<file path="config.mk">
export PLATFORM = sky130hd
export DESIGN_NAME = spi_slave_param
export DESIGN_NICKNAME = d
export VERILOG_FILES = /design/src/rtl/spi_pkg.sv /design/src/rtl/spi_sync_edge.sv /design/src/rtl/spi_slave_param.sv
export SDC_FILE = /design/constraint.sdc
export NUM_CORES = 1
export LEC_CHECK = 0
export CELL_PAD_IN_SITES_DETAIL_PLACEMENT = 0
export CELL_PAD_IN_SITES_GLOBAL_PLACEMENT = 1
export CORE_AREA = 5 5 93 95
export DETAILED_ROUTE_END_ITERATION = 7
export DIE_AREA = 0 0 98 100
export PLACE_DENSITY = 0.73
export REMOVE_ABC_BUFFERS = 1
export SETUP_SLACK_MARGIN = 0.4
export SLEW_MARGIN = 40
export SYNTH_ARGS = -nofsm -noshare
export SYNTH_HDL_FRONTEND = slang
export SYNTH_SLANG_ARGS = --single-unit
</file>
<file path="constraint.sdc">
create_clock -name i_clk -period 5.9 [get_ports i_clk]
set_input_delay 1.18 -clock i_clk [delete_from_list [all_inputs] [get_ports i_clk]]
set_output_delay 1.18 -clock i_clk [all_outputs]
set_load 0.02 [all_outputs]
</file>
<file path="src/rtl/spi_pkg.sv">
// spi_pkg -- shared definitions for the parameterised SPI slave.
// Holds the FSM state encoding, the SPI mode encoding with a helper that
// maps CPOL/CPHA to the sample-edge polarity, and default sizing constants.
package spi_pkg;

  localparam int DEFAULT_DATA_W = 16;
  localparam int DEFAULT_CH_NUM = 32;

  typedef enum logic [1:0] {
    IDLE,
    LOAD,
    SHIFT
  } spi_state_e;

  // Mode number is {CPOL, CPHA}
  typedef enum logic [1:0] {
    MODE0 = 2'b00,
    MODE1 = 2'b01,
    MODE2 = 2'b10,
    MODE3 = 2'b11
  } spi_mode_e;

  function automatic spi_mode_e mode_of(input logic cpol, input logic cpha);
    return spi_mode_e'({cpol, cpha});
  endfunction

  // Data is sampled on the rising SCLK edge when CPOL == CPHA
  function automatic logic sample_on_rise(input spi_mode_e mode);
    return (mode == MODE0) || (mode == MODE3);
  endfunction

endpackage

</file>
<file path="src/rtl/spi_sync_edge.sv">
// spi_sync_edge -- multi-stage synchroniser with rise/fall detection.
// Ports:
//   i_clk    : system clock
//   i_rst    : synchronous active-high reset, presets every stage to RESET_VAL
//   i_async  : asynchronous input
//   o_sync   : synchronised level
//   o_rise   : one-cycle pulse on a synchronised 0->1 transition
//   o_fall   : one-cycle pulse on a synchronised 1->0 transition
module spi_sync_edge #(
  parameter int   STAGES    = 2,
  parameter logic RESET_VAL = 1'b0
) (
  input  logic i_clk,
  input  logic i_rst,
  input  logic i_async,
  output logic o_sync,
  output logic o_rise,
  output logic o_fall
);

  logic [STAGES-1:0] sync_q, sync_d;
  logic              prev_q, prev_d;

  // Shift the raw input through the chain; prev holds the last settled level
  always_comb begin
    sync_d = {sync_q[STAGES-2:0], i_async};
    prev_d = sync_q[STAGES-1];
  end

  // Reset presets to the idle level so no spurious edge appears on reset
  always_ff @(posedge i_clk) begin
    if (i_rst) begin
      sync_q <= {STAGES{RESET_VAL}};
      prev_q <= RESET_VAL;
    end else begin
      sync_q <= sync_d;
      prev_q <= prev_d;
    end
  end

  assign o_sync = sync_q[STAGES-1];
  assign o_rise = o_sync & ~prev_q;
  assign o_fall = ~o_sync & prev_q;

endmodule

</file>
<file path="src/rtl/spi_slave_param.sv">
// spi_slave_param -- parameterised SPI slave running entirely on i_clk.
// Ports:
//   i_clk, i_rst       : system clock, synchronous active-high reset
//   i_cs, i_sclk, i_mosi : asynchronous SPI inputs (cs active-low)
//   o_miso             : serial data out, MSB first, 0 while idle
//   data_in            : transmit word, captured at every word load
//   rec_data, rec_done : last received word and its one-cycle strobe
//   transmit_done      : strobe when a transmit word has been shifted out
//   channel_num        : index of the current word in the frame
//   frame_err          : strobe when chip select rises mid-word
// Build option: define SPI_SLAVE_ECHO_EN to transmit the previously
// received word instead of data_in (loopback test mode).
module spi_slave_param
  import spi_pkg::*;
#(
  parameter int DATA_W      = DEFAULT_DATA_W,
  parameter int CPOL        = 0,
  parameter int CPHA        = 0,
  parameter int SYNC_STAGES = 2,
  parameter int CH_NUM      = DEFAULT_CH_NUM
) (
  input  logic                      i_clk,
  input  logic                      i_rst,
  input  logic                      i_cs,
  input  logic                      i_sclk,
  input  logic                      i_mosi,
  output logic                      o_miso,
  input  logic [DATA_W-1:0]         data_in,
  output logic [DATA_W-1:0]         rec_data,
  output logic                      rec_done,
  output logic                      transmit_done,
  output logic [$clog2(CH_NUM)-1:0] channel_num,
  output logic                      frame_err
);

  localparam int   CH_W        = $clog2(CH_NUM);
  localparam int   CNT_W       = $clog2(DATA_W);
  localparam int   WARM_W      = $clog2(SYNC_STAGES + 2);
  localparam logic SAMPLE_RISE = sample_on_rise(mode_of(CPOL != 0, CPHA != 0));

  logic cs_s, cs_rise, cs_fall;
  logic sclk_lvl_unused, sclk_rise, sclk_fall;
  logic mosi_s, mosi_rise_unused, mosi_fall_unused;

  spi_sync_edge #(.STAGES(SYNC_STAGES), .RESET_VAL(1'b1)) u_sync_cs (
    .i_clk(i_clk), .i_rst(i_rst), .i_async(i_cs),
    .o_sync(cs_s), .o_rise(cs_rise), .o_fall(cs_fall)
  );

  spi_sync_edge #(.STAGES(SYNC_STAGES), .RESET_VAL(CPOL != 0)) u_sync_sclk (
    .i_clk(i_clk), .i_rst(i_rst), .i_async(i_sclk),
    .o_sync(sclk_lvl_unused), .o_rise(sclk_rise), .o_fall(sclk_fall)
  );

  spi_sync_edge #(.STAGES(SYNC_STAGES), .RESET_VAL(1'b0)) u_sync_mosi (
    .i_clk(i_clk), .i_rst(i_rst), .i_async(i_mosi),
    .o_sync(mosi_s), .o_rise(mosi_rise_unused), .o_fall(mosi_fall_unused)
  );

  logic sample_edge, shift_edge;
  assign sample_edge = SAMPLE_RISE ? sclk_rise : sclk_fall;
  assign shift_edge  = SAMPLE_RISE ? sclk_fall : sclk_rise;

  spi_state_e        state_q, state_d;
  logic [DATA_W-1:0] tx_q, tx_d, rx_q, rx_d, rec_data_q, rec_data_d;
  logic [CNT_W-1:0]  bit_cnt_q, bit_cnt_d;
  logic [CH_W-1:0]   ch_q, ch_d;
  logic [WARM_W-1:0] warm_q, warm_d;
  logic              armed_q, armed_d;
  logic              miso_q, miso_d, rec_done_q, rec_done_d;
  logic              tx_done_q, tx_done_d, frame_err_q, frame_err_d;
  logic [DATA_W-1:0] tx_src;
  logic              warm_done;

`ifdef SPI_SLAVE_ECHO_EN
  logic unused_data_in;
  assign unused_data_in = ^data_in;
  assign tx_src         = rec_data_q;
`else
  assign tx_src = data_in;
`endif

  // The synchronisers hold their preset idle level for a few cycles after
  // reset; a chip select that is already low must not look like a fresh
  // falling edge, so frames are only accepted once cs has been seen high.
  assign warm_done = (warm_q == WARM_W'(SYNC_STAGES + 1));

  // State register
  always_ff @(posedge i_clk) begin
    if (i_rst) state_q <= IDLE;
    else       state_q <= state_d;
  end

  // Next-state logic; chip select rising always wins over SCLK activity
  always_comb begin
    state_d = state_q;
    case (state_q)
      IDLE:    if (cs_fall && armed_q) state_d = LOAD;
      LOAD:    state_d = cs_rise ? IDLE : SHIFT;
      SHIFT:   if (cs_rise) state_d = IDLE;
      default: state_d = IDLE;
    endcase
  end

  // Datapath and output strobes. A shift edge that arrives before the first
  // sample of a word is ignored: for CPHA=1 that is the leading edge of the
  // word, for CPHA=0 it is the trailing edge after the previous word, and in
  // both cases the freshly loaded MSB must stay on o_miso. The word-end
  // reload happens the cycle after rec_done so data_in may react to it.
  always_comb begin
    tx_d        = tx_q;
    rx_d        = rx_q;
    rec_data_d  = rec_data_q;
    bit_cnt_d   = bit_cnt_q;
    ch_d        = ch_q;
    miso_d      = miso_q;
    rec_done_d  = 1'b0;
    tx_done_d   = 1'b0;
    frame_err_d = 1'b0;
    warm_d      = warm_done ? warm_q : warm_q + WARM_W'(1);
    armed_d     = armed_q | (warm_done & cs_s);
    case (state_q)
      IDLE: begin
        miso_d    = 1'b0;
        bit_cnt_d = '0;
        ch_d      = '0;
      end
      LOAD: begin
        if (cs_rise) begin
          miso_d = 1'b0;
          ch_d   = '0;
        end else begin
          tx_d      = tx_src;
          miso_d    = tx_src[DATA_W-1];
          rx_d      = '0;
          bit_cnt_d = '0;
        end
      end
      SHIFT: begin
        if (cs_rise) begin
          frame_err_d = (bit_cnt_q != '0);
          miso_d      = 1'b0;
          bit_cnt_d   = '0;
          ch_d        = '0;
        end else if (rec_done_q) begin
          tx_d   = tx_src;
          miso_d = tx_src[DATA_W-1];
          ch_d   = (ch_q == CH_W'(CH_NUM - 1)) ? '0 : ch_q + CH_W'(1);
        end else if (sample_edge) begin
          rx_d = {rx_q[DATA_W-2:0], mosi_s};
          if (bit_cnt_q == CNT_W'(DATA_W - 1)) begin
            rec_data_d = rx_d;
            rec_done_d = 1'b1;
            tx_done_d  = 1'b1;
            bit_cnt_d  = '0;
          end else begin
            bit_cnt_d = bit_cnt_q + CNT_W'(1);
          end
        end else if (shift_edge && (bit_cnt_q != '0)) begin
          tx_d   = {tx_q[DATA_W-2:0], 1'b0};
          miso_d = tx_q[DATA_W-2];
        end
      end
      default: begin
        miso_d = 1'b0;
      end
    endcase
  end

  // Datapath registers
  always_ff @(posedge i_clk) begin
    if (i_rst) begin
      tx_q        <= '0;
      rx_q        <= '0;
      rec_data_q  <= '0;
      bit_cnt_q   <= '0;
      ch_q        <= '0;
      warm_q      <= '0;
      armed_q     <= 1'b0;
      miso_q      <= 1'b0;
      rec_done_q  <= 1'b0;
      tx_done_q   <= 1'b0;
      frame_err_q <= 1'b0;
    end else begin
      tx_q        <= tx_d;
      rx_q        <= rx_d;
      rec_data_q  <= rec_data_d;
      bit_cnt_q   <= bit_cnt_d;
      ch_q        <= ch_d;
      warm_q      <= warm_d;
      armed_q     <= armed_d;
      miso_q      <= miso_d;
      rec_done_q  <= rec_done_d;
      tx_done_q   <= tx_done_d;
      frame_err_q <= frame_err_d;
    end
  end

  assign o_miso        = miso_q;
  assign rec_data      = rec_data_q;
  assign rec_done      = rec_done_q;
  assign transmit_done = tx_done_q;
  assign channel_num   = ch_q;
  assign frame_err     = frame_err_q;

endmodule
</file>
### Yosys cells after proc, flatten, opt, wreduce, memory -nomap -nowiden

Index checks and enable logic that the tools add are counted.

* bits in registers: 71
* input port bits: 21
* output and inout bits: 25
* logic and storage cells: 100

* add/sub/neg operators: 3
* eq/ne operators: 19
* mux-type cells: 33
* bitwise gates (word level): 14
* reductions and logical operators: 15

Operator list (number)
* 15-bit 2-to-1 mux: 9
* 15-bit case mux with 2 select lines: 2
* 4-bit 2-to-1 mux: 5
* 5-bit 2-to-1 mux: 4
* 3-bit inequality test (second input constant): 5
* 5-bit case mux with 3 select lines: 1
* 5-bit AND reduction: 3
* 2-bit inequality test (second input constant): 7
* 4-bit case mux with 3 select lines: 1
* 4-bit inequality test (second input constant): 2
* 1-bit inverter: 8
* 1-bit 2-to-1 mux: 6
* 2-bit 2-to-1 mux: 3
* 2-bit case mux with 3 select lines: 1
* 5-bit by 1-bit adder with 5-bit output (second input constant): 1
* 1-bit AND: 5
* 5-bit == test (second input constant): 1
* 5-bit OR reduction: 1
* 4-bit by 1-bit adder with 4-bit output (second input constant): 1
* 2-bit == test (second input constant): 2
* 4-bit == test (second input constant): 1
* 2-bit AND reduction: 2
* 4-bit AND reduction: 1
* 4-bit nonzero test: 1
* other kinds (10): 11

### Logic depth before layout (Yosys ltp)

Gate-level depths: netlist of run 1.

* depth in word-level cells: 8
* mapped depth: 9
* gate-level depth less buffers: 7

### Modules after synthesis

From an unflattened synthesis of run 1, not the netlist that was laid out.

* cells, all modules: 330
* area, all modules: 3050.4 um^2

By module, submodules not included
* spi_slave_param: instances 1, cells an instance 306, area each 2775.2 um^2, sequential area each 1261.2 um^2
* spi_sync_edge (u_sync_mosi ...): instances 2, cells an instance 8, area each 91.3 um^2, sequential area each 60.1 um^2
* spi_sync_edge (u_sync_cs): instances 1, cells an instance 8, area each 92.6 um^2, sequential area each 60.1 um^2

### Least setup slack after synthesis of run 1

OpenSTA, ideal clock, no wires.

* path kind: input port to flip-flop
* start point: in i_rst
* end point: reg rec_data_q[10] (netlist: rec_data[10])
* setup time: 128 ps
* arrival: 1996 ps
* required time: 5772 ps
* path slack: 3776 ps
* cell stages on the path: 4
* buffers on the path: 3
* cells stage by stage: clkbuf_1 -> clkbuf_1 -> buf_1 -> nor2_1

RTL lines
* from (decl): line spi_slave_param.sv:23 `input logic i_rst,`
* to (signal assigned): line spi_slave_param.sv:187 `rec_data_q <= rec_data_d;`
* to (decl): line spi_slave_param.sv:65 `logic [DATA_W-1:0] tx_q, tx_d, rx_q, rx_d, rec_data_q, rec_data_d;`

No word-level cell between the ends.

### Worst setup path after layout of run 1

* start point: reg tx_done_q (netlist: transmit_done)
* end point: out transmit_done

RTL lines
* from (decl): line spi_slave_param.sv:71 `logic tx_done_q, tx_done_d, frame_err_q, frame_err_d;`
* from (signal assigned): line spi_slave_param.sv:194 `tx_done_q <= tx_done_d;`
* to (decl): line spi_slave_param.sv:31 `output logic transmit_done,`

No word-level cell between the ends.

==> results of run 1 <==
==> logic make-up after synthesis <==
family                     after synthesis  share of synthesized area [%]
adders and majority gates                9                           3.80
and+or+nand+nor                         98                           17.3
buffers and inverters                   30                           4.56
muxes                                   32                           10.8
DFF                                     71                           48.0
xor gates and xnor gates                 1                          0.296
AOI/OAI and AO/OA                       77                           15.3
==> final cells by class <==
class / count / area [sq um]
clock inverter: 6 / 45.0
inverter: 9 / 33.8
sequential: 71 / 1420
multi-input combinational: 217 / 1420
tap: 102 / 128
timing repair buffer: 48 / 468
clock buffer: 10 / 138
fill: 738 / 4000
==> registers in the layout, summed over array words and instances (netlist names) <==
| signal | count |
|---|---|
| rec_data | 16 |
| u_sync_sclk.prev_q | 1 |
| tx_q | 15 |
| rx_q | 15 |
| u_sync_cs.prev_q | 1 |
| armed_q | 1 |
| state_q | 2 |
| bit_cnt_q | 4 |
| transmit_done | 1 |
| u_sync_cs.sync_q | 2 |
| u_sync_sclk.sync_q | 2 |
| warm_q | 2 |
| frame_err | 1 |
| channel_num | 5 |
| o_miso | 1 |
| u_sync_mosi.sync_q | 2 |
==> worst paths after layout <==
| path | from | slack, ns | cells past startpoint | to |
|---|---|---|---|---|
| min reg2reg | u_sync_cs.sync_q[0] | 0.41 | 1 | u_sync_cs.sync_q[1] |
| max | transmit_done | 3.27 | 1 | transmit_done |
| max reg2reg | state_q[0] | 3.36 | 7 | tx_q[13] |
| min | u_sync_cs.sync_q[0] | 0.41 | 1 | u_sync_cs.sync_q[1] |
==> through the flow <==
step / instances / hold WS (ns) / setup WS [ns] / area (sq um) / util (%)
2_1_floorplan: 297 / 0.383 / 3.31 / 2860 / -
3_3_place_gp: 447 / 0.387 / 3.00 / 3460 / 45.2
3_5_place_dp: 447 / 0.393 / 3.40 / 3470 / 45.3
4_1_cts: 463 / 0.410 / 3.23 / 3650 / 47.7
5_1_grt: 463 / 0.449 / 3.20 / 3650 / 47.8
6_report: 463 / 0.406 / 3.27 / 3650 / 47.8
==> cells in the mapped netlist, drive strengths merged <==
| library cell | instances | area share, % |
|---|---|---|
| nand2b | 5 | 1.1 |
| nor3b | 2 | 0.51 |
| and3 | 1 | 0.21 |
| dfxtp | 71 | 48 |
| o31ai | 1 | 0.25 |
| a21o | 1 | 0.25 |
| nand2 | 21 | 2.7 |
| or4b | 3 | 1.0 |
| a311oi | 2 | 0.59 |
| or4 | 1 | 0.25 |
| nor3 | 3 | 0.68 |
| a41oi | 1 | 0.30 |
| and2 | 1 | 0.21 |
| a21oi | 42 | 7.2 |
| o21ai | 12 | 2.0 |
| or3 | 2 | 0.42 |
| clkbuf | 14 | 1.8 |
| nand4 | 3 | 0.63 |
| mux2i | 32 | 11 |
| buf | 7 | 1.6 |
| a211oi | 15 | 3.8 |
| nor2b | 6 | 1.3 |
| o21a | 1 | 0.25 |
| nor4 | 3 | 1.1 |
| or3b | 1 | 0.30 |
| nand3 | 19 | 3.2 |
| nor2 | 23 | 2.9 |
| ha | 9 | 3.8 |
| o21bai | 1 | 0.25 |
| o211a | 1 | 0.34 |
| inv | 9 | 1.1 |
| xor2 | 1 | 0.30 |
| or2 | 4 | 0.84 |
==> routing by layer <==
| layer | routed length (um) | up-vias | global-route usage (%) | part of all wire, % |
|---|---|---|---|---|
| met2 | 2710 | 60 | 20.9 | 43 |
| met5 | 0 | - | 0 | 0 |
| met4 | 122 | 0 | 6.60 | 1.9 |
| li1 | - | 1197 | - | - |
| met1 | 3090 | 1091 | 17.2 | 49 |
| met3 | 384 | 12 | 4.24 | 6.1 |
==> power by group <==
group / leakage (nW) / switching (mW) / internal [mW]
sequential: 0.575 / 0.0244 / 0.524
combinational: 0.632 / 0.111 / 0.0778
clock: 0.0849 / 0.194 / 0.165
total: 1.29 / 0.330 / 0.767
==> run_results.csv, run 1 <==
group,metric,value,unit
logic_synthesis,syn-mean-instance-area,9.32,sq um
critical_path,criticalPathCategory,"reg -> out",
floorplan,initial_core_util,38.8,%
timing,timing.final.setup_violations,0,
critical_path,start_kind,"flop",
clock_tree,cts-hold-fix-buffers,0,
place,place.detailed.hpwl,4100,um
pwr,power.density_cell_area,300,nW/um^2
routing,wl_per_cell,13.6,um
min_path,hp-class,"reg -> reg",
finish,num_antenna_cells,0,
finish,layout_commonest_cell,"sky130_fd_sc_hd__dfxtp_1",
logic_synthesis,ys_ff_latch,71,
timing,report.final.hold_viol_count,0,
timing,relSlewSlack,52.4,%
critical_path,cp.arrival,1.45,ns
critical_path,worstPathCellList,"clkdlybuf4s50_1",
timing,min_period_over_period,44.6,%
logic_synthesis,post_synthesis_sequential_area_ratio,48.0,%
routing,first_iter_violations,131,
clock_tree,clkTransAtPathRegs,0.08,ns
global_routing,first_pass_grt_wire_length,10800,um
routing,vias_per_cell,5.10,
floorplan,top_level_ports,46,
clock_tree,worstSkewPairLatency,0.35,ns
clock_tree,numClockSinks,71,
routing,num_vias,2360,
clock_tree,maximum_level_of_the_cts_h_tree,3,
clock_tree,postCtsResizedCells,0,
run,cap_viol_max_count,0,
timing,post-route-min-period,2.63,ns
critical_path,critical_path_peak_fanout,6,
logic_synthesis,syn-instance-count,318,
finish,areaGrowthSynthToFinish,23.2,%
global_routing,first_global_vias,2268,
timing,report.final.slew_viol_count,0,
critical_path,worstSetupEndpointType,"output pin",
routing,dr.pass1.iters,5,
outcome,run_status,"finished, final reports clean",
finish,layout.cells.most_common_list,"71 x sky130_fd_sc_hd__dfxtp_1, 44 x sky130_fd_sc_hd__clkdlybuf4s50_1, 41 x sky130_fd_sc_hd__a21oi_1, 32 x sky130_fd_sc_hd__mux2i_1, 23 x sky130_fd_sc_hd__nor2_1",
critical_path,data_required_time_at_the_worst_endpoint,4.72,ns
pwr,p_total,1.10,mW
floorplan,fp.dieArea,9800,sq um
routing,drcViolationCount,0,
timing,finalSetupTns,0,ns
floorplan,coreArea,7650,sq um
clock_tree,cts.path.max_buffers,2,
global_routing,global_route_total_overflow,0,
logic_synthesis,syn_area,2960,sq um
floorplan,die_width,98,um
logic_synthesis,synth-warning-count,0,
global_routing,groute.usage.overall,13.5,%
timing,rsz0062_at_grt,"false",
critical_path,critical-path-top-delay-family,"buffers and inverters",
routing,antenna_violating_nets_post_route,0,
floorplan,rows,32,
global_routing,largest_net_degree_at_the_start_of_global_routing,43,
global_routing,grt_antenna_before_repair,0,
critical_path,cp_slowest_stage_delay,0.66,ns
critical_path,crit_path_top_delay_cell,"sky130_fd_sc_hd__clkdlybuf4s50_1",
timing,tightest_slew,0.714,ns
timing,finClkSkew,0.0134,ns
clock_tree,cts-buffers-inserted,9,
place,place.gp.congestion,0.735,
finish,layout_cells_sized_above_1,6.93,%
critical_path,crit_buf_inv,1,
timing,fmaxAchievable,380,MHz
floorplan,dieHeight,100,um
clock_tree,tritoncts,"yes",
pwr,ir_worst_vdd,0.000144,V
logic_synthesis,ys_types,40,
pwr,leakage,1.29,nW
clock_tree,clk_root_buffer_cell,"sky130_fd_sc_hd__clkbuf_8",
routing,postRouteWirelength,6300,um
clock_tree,cts_setup_buffers,0,
finish,layout.nets,386,
place,io_buffer_count,45,
Power figures use the tool's default switching activity.
==> run 2: changes to the inputs <==
- CORE_AREA: 5 5 93 95 -> 5 5 96 98
- DIE_AREA: 0 0 98 100 -> 0 0 101 103
- PLACE_DENSITY: 0.73 -> 0.71
- clock period: 5.9 -> 2.21 ns (I/O delays scaled with it)
==> run_results.csv, run 2 (synthesized netlist as in run 1, its figures left out) <==
group,metric,value,unit
outcome,run_status,"finished, final reports clean",
place,io_buffer_count,45,
critical_path,start_kind,"flop",
critical_path,cp_slowest_stage_delay,0.48,ns
routing,antenna_violating_nets_post_route,0,
pwr,intPower,2.29,mW
pwr,p_total,3.16,mW
critical_path,worstPathCellList,"ha_4, nand3_2, nor4_4, clkbuf_16, mux2i_1, nor2_1",
place,place.gp.congestion,0.774,
global_routing,largest_net_degree_at_the_start_of_global_routing,30,
clock_tree,worstSkewPairLatency,0.34,ns
clock_tree,maximum_level_of_the_cts_h_tree,3,
place,dp_slack,0.281,ns
timing,post-route-min-period,1.77,ns
pwr,logic_pwr_share,17.5,%
finish,layout.cells.most_common_list,"67 x sky130_fd_sc_hd__dfxtp_1, 40 x sky130_fd_sc_hd__a21oi_1, 39 x sky130_fd_sc_hd__clkdlybuf4s50_1, 31 x sky130_fd_sc_hd__mux2i_1, 23 x sky130_fd_sc_hd__nor2_1",
routing,dr.pass1.iters,4,
clock_tree,cts-buffers-inserted,9,
timing,finClkSkew,0.00856,ns
timing,report.final.hold_viol_count,0,
global_routing,grt_antenna_before_repair,0,
finish,num_antenna_cells,0,
global_routing,first_global_vias,2386,
critical_path,reg2reg_slack,0.44,ns
timing,min_period_over_period,80.1,%
pwr,netSwitchingPower,0.872,mW
pwr,switching_share,27.6,%
critical_path,crit_path_top_delay_cell,"sky130_fd_sc_hd__nor4_4",
clock_tree,cts_setup_buffers,0,
finish,areaGrowthSynthToFinish,29.9,%
pwr,power.clock.fraction,36.1,%
timing,tightest_slew,0.421,ns
finish,max_ffs_per_register,16,
routing,drcViolationCount,0,
pwr,ir_worst_vdd,0.000339,V
timing,rsz0062_at_grt,"true",
finish,layout_cells_sized_above_1,12.4,%
pwr,leakage,1.42,nW
routing,wl_per_cell,13.7,um
place,place.detailed.hpwl,4360,um
floorplan,initial_core_util,35.4,%
timing,timing.final.setup_violations,0,
critical_path,data_required_time_at_the_worst_endpoint,2.43,ns
timing,fmaxAchievable,565,MHz
clock_tree,clk_root_buffer_cell,"sky130_fd_sc_hd__clkbuf_8",
critical_path,criticalPathCategory,"reg -> reg",
floorplan,rows,34,
floorplan,dieHeight,103,um
critical_path,cp.arrival,1.99,ns
timing,final_critical_path_setup_slack,0.440,ns
floorplan,top_level_ports,46,
clock_tree,numClockSinks,71,
floorplan,fp.dieArea,10400,sq um
global_routing,first_pass_grt_wire_length,11100,um
timing,hold_slack,0.408,ns
run,cap_viol_max_count,0,
clock_tree,clkTransAtPathRegs,0.07,ns
timing,report.final.slew_viol_count,0,
timing,relSlewSlack,71.7,%
routing,vias_per_cell,4.97,
global_routing,global_route_total_overflow,0,
clock_tree,cts-hold-fix-buffers,0,
clock_tree,cts.path.max_buffers,2,
floorplan,die_width,101,um
pwr,power_frac_seq,46.4,%
routing,first_iter_violations,47,
clock_tree,tritoncts,"yes",
routing,postRouteWirelength,6540,um
finish,filler_cell_count,827,
global_routing,groute.usage.overall,13.3,%
routing,num_vias,2380,
finish,layout_commonest_cell,"sky130_fd_sc_hd__dfxtp_1",
pwr,power.density_cell_area,820,nW/um^2
critical_path,critical_path_peak_fanout,8,
critical_path,worstSetupEndpointType,"flop",
floorplan,coreArea,8380,sq um
finish,layout.nets,396,
min_path,hp-class,"reg -> reg",
[run 2: worst paths after layout]
| kind | endpoint | from | cells past startpoint |
|---|---|---|---|
| worst min register to register | u_sync_cs.sync_q[1] | u_sync_cs.sync_q[0] | 1 |
| worst max-delay path | rec_data[12] | bit_cnt_q[0] | 6 |
| worst min-delay path | u_sync_cs.sync_q[1] | u_sync_cs.sync_q[0] | 1 |
| worst max register to register | rec_data[12] | bit_cnt_q[0] | 6 |
[run 2: power groups by stage]
| stage | Clock (mW) | Sequential (mW) | Combinational, mW |
|---|---|---|---|
| after floorplan | 0 | 1.48 | 0.356 |
| after global placement | 0 | 1.49 | 0.546 |
| after detailed placement | 0 | 1.49 | 0.551 |
| after CTS | 1.18 | 1.47 | 0.555 |
| after global routing | 1.24 | 1.48 | 0.636 |
| final | 1.14 | 1.47 | 0.552 |
[run 2: timing repair]
| action | CTS | global route |
|---|---|---|
| pin swaps | 0 | 2 |
| endpoints found under the setup margin | 38 | 37 |
| resized for setup | 6 | 15 |
| cloned | 0 | 1 |
[run 2: layer usage]
metal / up-vias / GRT usage, % / share of wire (%)
met4: 0 / 5.93 / 1.5
met1: 1106 / 17.7 / 50
met2: 46 / 20.3 / 44
met5: - / 0 / 0
met3: 8 / 3.45 / 4.0
li1: 1220 / - / -
[run 2: final cells by class]
type / count / area (sq um) / share of cell area (%)
multi-input cells: 217 / 1460 / 38.0
flip-flops and latches: 71 / 1430 / 37.0
repair buffers: 58 / 574 / 14.9
well taps: 108 / 135 / 3.51
clock buffers: 9 / 124 / 3.22
clock inverters: 7 / 95.1 / 2.47
inverters: 9 / 33.8 / 0.877
[run 2: through the flow]
stage                     cells  TNS (ns)  instance area (sq um)  util (%)
final                       479         0                   3850      45.9
after global routing        479         0                   3850      45.9
after CTS                   478         0                   3770      45.0
after detailed placement    462         0                   3550      42.3
after global placement      462         0                   3550      42.3
after floorplan             297    -11.83                   2860         -
[run 2: critical path: cells and delay by family, from the launching register on]
family,cells,cell delay [ns]
flops,1,0.39
buf+inv,1,0.26
mux,1,0.18
fa+ha+maj,1,0.17
simple gates,3,0.65
==> run 3: changes to the inputs <==
- CORE_AREA: 5 5 96 98 -> 5 5 93 95
- DIE_AREA: 0 0 101 103 -> 0 0 98 100
- PLACE_DENSITY: 0.71 -> 0.73
- clock period: 2.21 -> 1.8 ns (I/O delays scaled with it)
==> run_results.csv, run 3 (synthesized netlist as in run 1, its figures left out) <==
group,metric,value,unit
timing,timing.final.setup_violations,0,
pwr,ir_worst_vdd,0.000522,V
global_routing,grt_antenna_before_repair,0,
routing,postRouteWirelength,7630,um
floorplan,fp.dieArea,9800,sq um
run,cap_viol_max_count,0,
finish,layout.nets,422,
place,io_buffer_count,45,
finish,layout.cells.most_common_list,"61 x sky130_fd_sc_hd__dfxtp_1, 36 x sky130_fd_sc_hd__a21oi_1, 32 x sky130_fd_sc_hd__mux2i_1, 21 x sky130_fd_sc_hd__nor2_1, 21 x sky130_fd_sc_hd__buf_4",
clock_tree,cts-buffers-inserted,9,
floorplan,top_level_ports,46,
place,place_area,3590,sq um
routing,vias_per_cell,5.12,
pwr,p_total,4.29,mW
routing,first_iter_violations,63,
timing,post-route-min-period,1.63,ns
outcome,run_status,"finished, final reports clean",
finish,max_ffs_per_register,16,
clock_tree,numClockSinks,71,
place,place.gp.congestion,0.756,
timing,rsz0062_at_grt,"true",
routing,drcViolationCount,0,
routing,num_vias,2553,
timing,min_period_over_period,90.4,%
critical_path,data_required_time_at_the_worst_endpoint,2.03,ns
floorplan,initial_core_util,38.8,%
global_routing,first_pass_grt_wire_length,12700,um
critical_path,critical_path_peak_fanout,8,
routing,dr.pass1.iters,4,
clock_tree,cts-hold-fix-buffers,0,
critical_path,worstRegToRegCells,8,
floorplan,die_width,98,um
routing,wl_per_cell,15.3,um
global_routing,groute.usage.overall,15.9,%
critical_path,cp.arrival,1.86,ns
timing,fmaxAchievable,615,MHz
pwr,power.density_cell_area,962,nW/um^2
clock_tree,cts.path.max_buffers,2,
finish,num_antenna_cells,0,
finish,utilization,58.3,%
clock_tree,clk_root_buffer_cell,"sky130_fd_sc_hd__clkbuf_8",
critical_path,crit_buf_inv,3,
place,place.detailed.hpwl,4270,um
pwr,leakage,1.62,nW
min_path,min_delay_path_depth,2,
critical_path,critical-path-top-delay-family,"buffers and inverters",
finish,areaGrowthSynthToFinish,50.3,%
clock_tree,tritoncts,"yes",
critical_path,worstSetupPathDepth,8,
global_routing,largest_net_degree_at_the_start_of_global_routing,60,
place,dp_slack,0.0427,ns
critical_path,criticalPathCategory,"reg -> reg",
clock_tree,clkTransAtPathRegs,0.08,ns
floorplan,coreArea,7650,sq um
floorplan,rows,32,
timing,finClkSkew,0.00833,ns
timing,tightest_slew,0.340,ns
clock_tree,maximum_level_of_the_cts_h_tree,3,
timing,relSlewSlack,77.3,%
timing,report.final.hold_viol_count,0,
critical_path,cp_slowest_stage_delay,0.35,ns
critical_path,worstSetupEndpointType,"flop",
critical_path,crit_path_top_delay_cell,"sky130_fd_sc_hd__dfxtp_2",
timing,final_critical_path_setup_slack,0.173,ns
floorplan,dieHeight,100,um
finish,finalInstanceArea,4460,sq um
timing,report.final.slew_viol_count,0,
finish,layout_cells_sized_above_1,36.8,%
global_routing,global_route_total_overflow,0,
global_routing,first_global_vias,2593,
routing,antenna_violating_nets_post_route,0,
min_path,hp-class,"in -> reg",
finish,layout_commonest_cell,"sky130_fd_sc_hd__dfxtp_1",
clock_tree,worstSkewPairLatency,0.35,ns
critical_path,worstPathCellList,"inv_4, ha_4, nand2b_4, nor4_4, buf_4, clkbuf_16, mux2i_1, nor2_1",
critical_path,start_kind,"flop",
[run 3: changes by cell type in the layout (fill, tap and decap cells not counted), sizes merged]
cell,previous run,this run
dlygate4sd2,4,2
bufinv,2,1
inv,11,9
clkbuf,10,16
buf,13,43
clkdlybuf4s50,39,19
clkinv,2,3
clkdlybuf4s15,0,14
dlymetal6s2s,1,0
clkinvlp,1,2
[run 3: layout make-up]
| class | instances | area (sq um) |
|---|---|---|
| clock inverter | 6 | 68.8 |
| clock buffer | 10 | 138 |
| fill | 648 | 3190 |
| timing repair buffer | 84 | 838 |
| multi-input combinational | 217 | 1800 |
| inverter | 9 | 45.0 |
| tap | 102 | 128 |
| sequential | 71 | 1440 |
[run 3: final timing paths]
check | to | startpoint | slack [ns]
worst min-delay path | channel_num[2] | i_rst | 0.40
worst max-delay path | rec_data[7] | state_q[0] | 0.17
worst min register to register | u_sync_cs.sync_q[1] | u_sync_cs.sync_q[0] | 0.42
worst max register to register | rec_data[7] | state_q[0] | 0.17
[run 3: repair_timing]
action,CTS,global route
setup buffers,14,3
resized for setup,154,35
setup endpoints to repair,83,78
pin swaps,50,6
endpoints found under the hold margin,0,0
gates cloned,5,1
[run 3: power breakdown]
group	switching (mW)	total [mW]	internal [mW]
Combinational	0.579	1.15	0.568
Clock	0.647	1.33	0.685
Sequential	0.0890	1.81	1.72
Total	1.32	4.29	2.97
[run 3: routing by layer]
metal  part of all wire (%)  track usage, %  vias up
li1                       -               -     1279
met5                      0               0        -
met2                     46            24.7       44
met1                     49            21.5     1220
met4                    1.5            6.39        0
met3                    3.4            3.47       10
[run 3: worst reg2reg max path, stage by stage, from the launching register on]
cell	delay (ns)
sky130_fd_sc_hd__dfxtp_2	0.35
sky130_fd_sc_hd__inv_4	0.08
sky130_fd_sc_hd__ha_4	0.16
sky130_fd_sc_hd__nand2b_4	0.09
sky130_fd_sc_hd__nor4_4	0.26
sky130_fd_sc_hd__buf_4	0.18
sky130_fd_sc_hd__clkbuf_16	0.17
sky130_fd_sc_hd__mux2i_1	0.18
sky130_fd_sc_hd__nor2_1	0.05
[run 3: per-stage QoR]
step	setup TNS, ns	hold WS, ns	std cells
after floorplan	-33.77	0.383	297
after global placement	0	0.390	460
after detailed placement	0	0.403	460
after CTS	0	0.398	495
after global routing	0	0.421	499
final	0	0.397	499
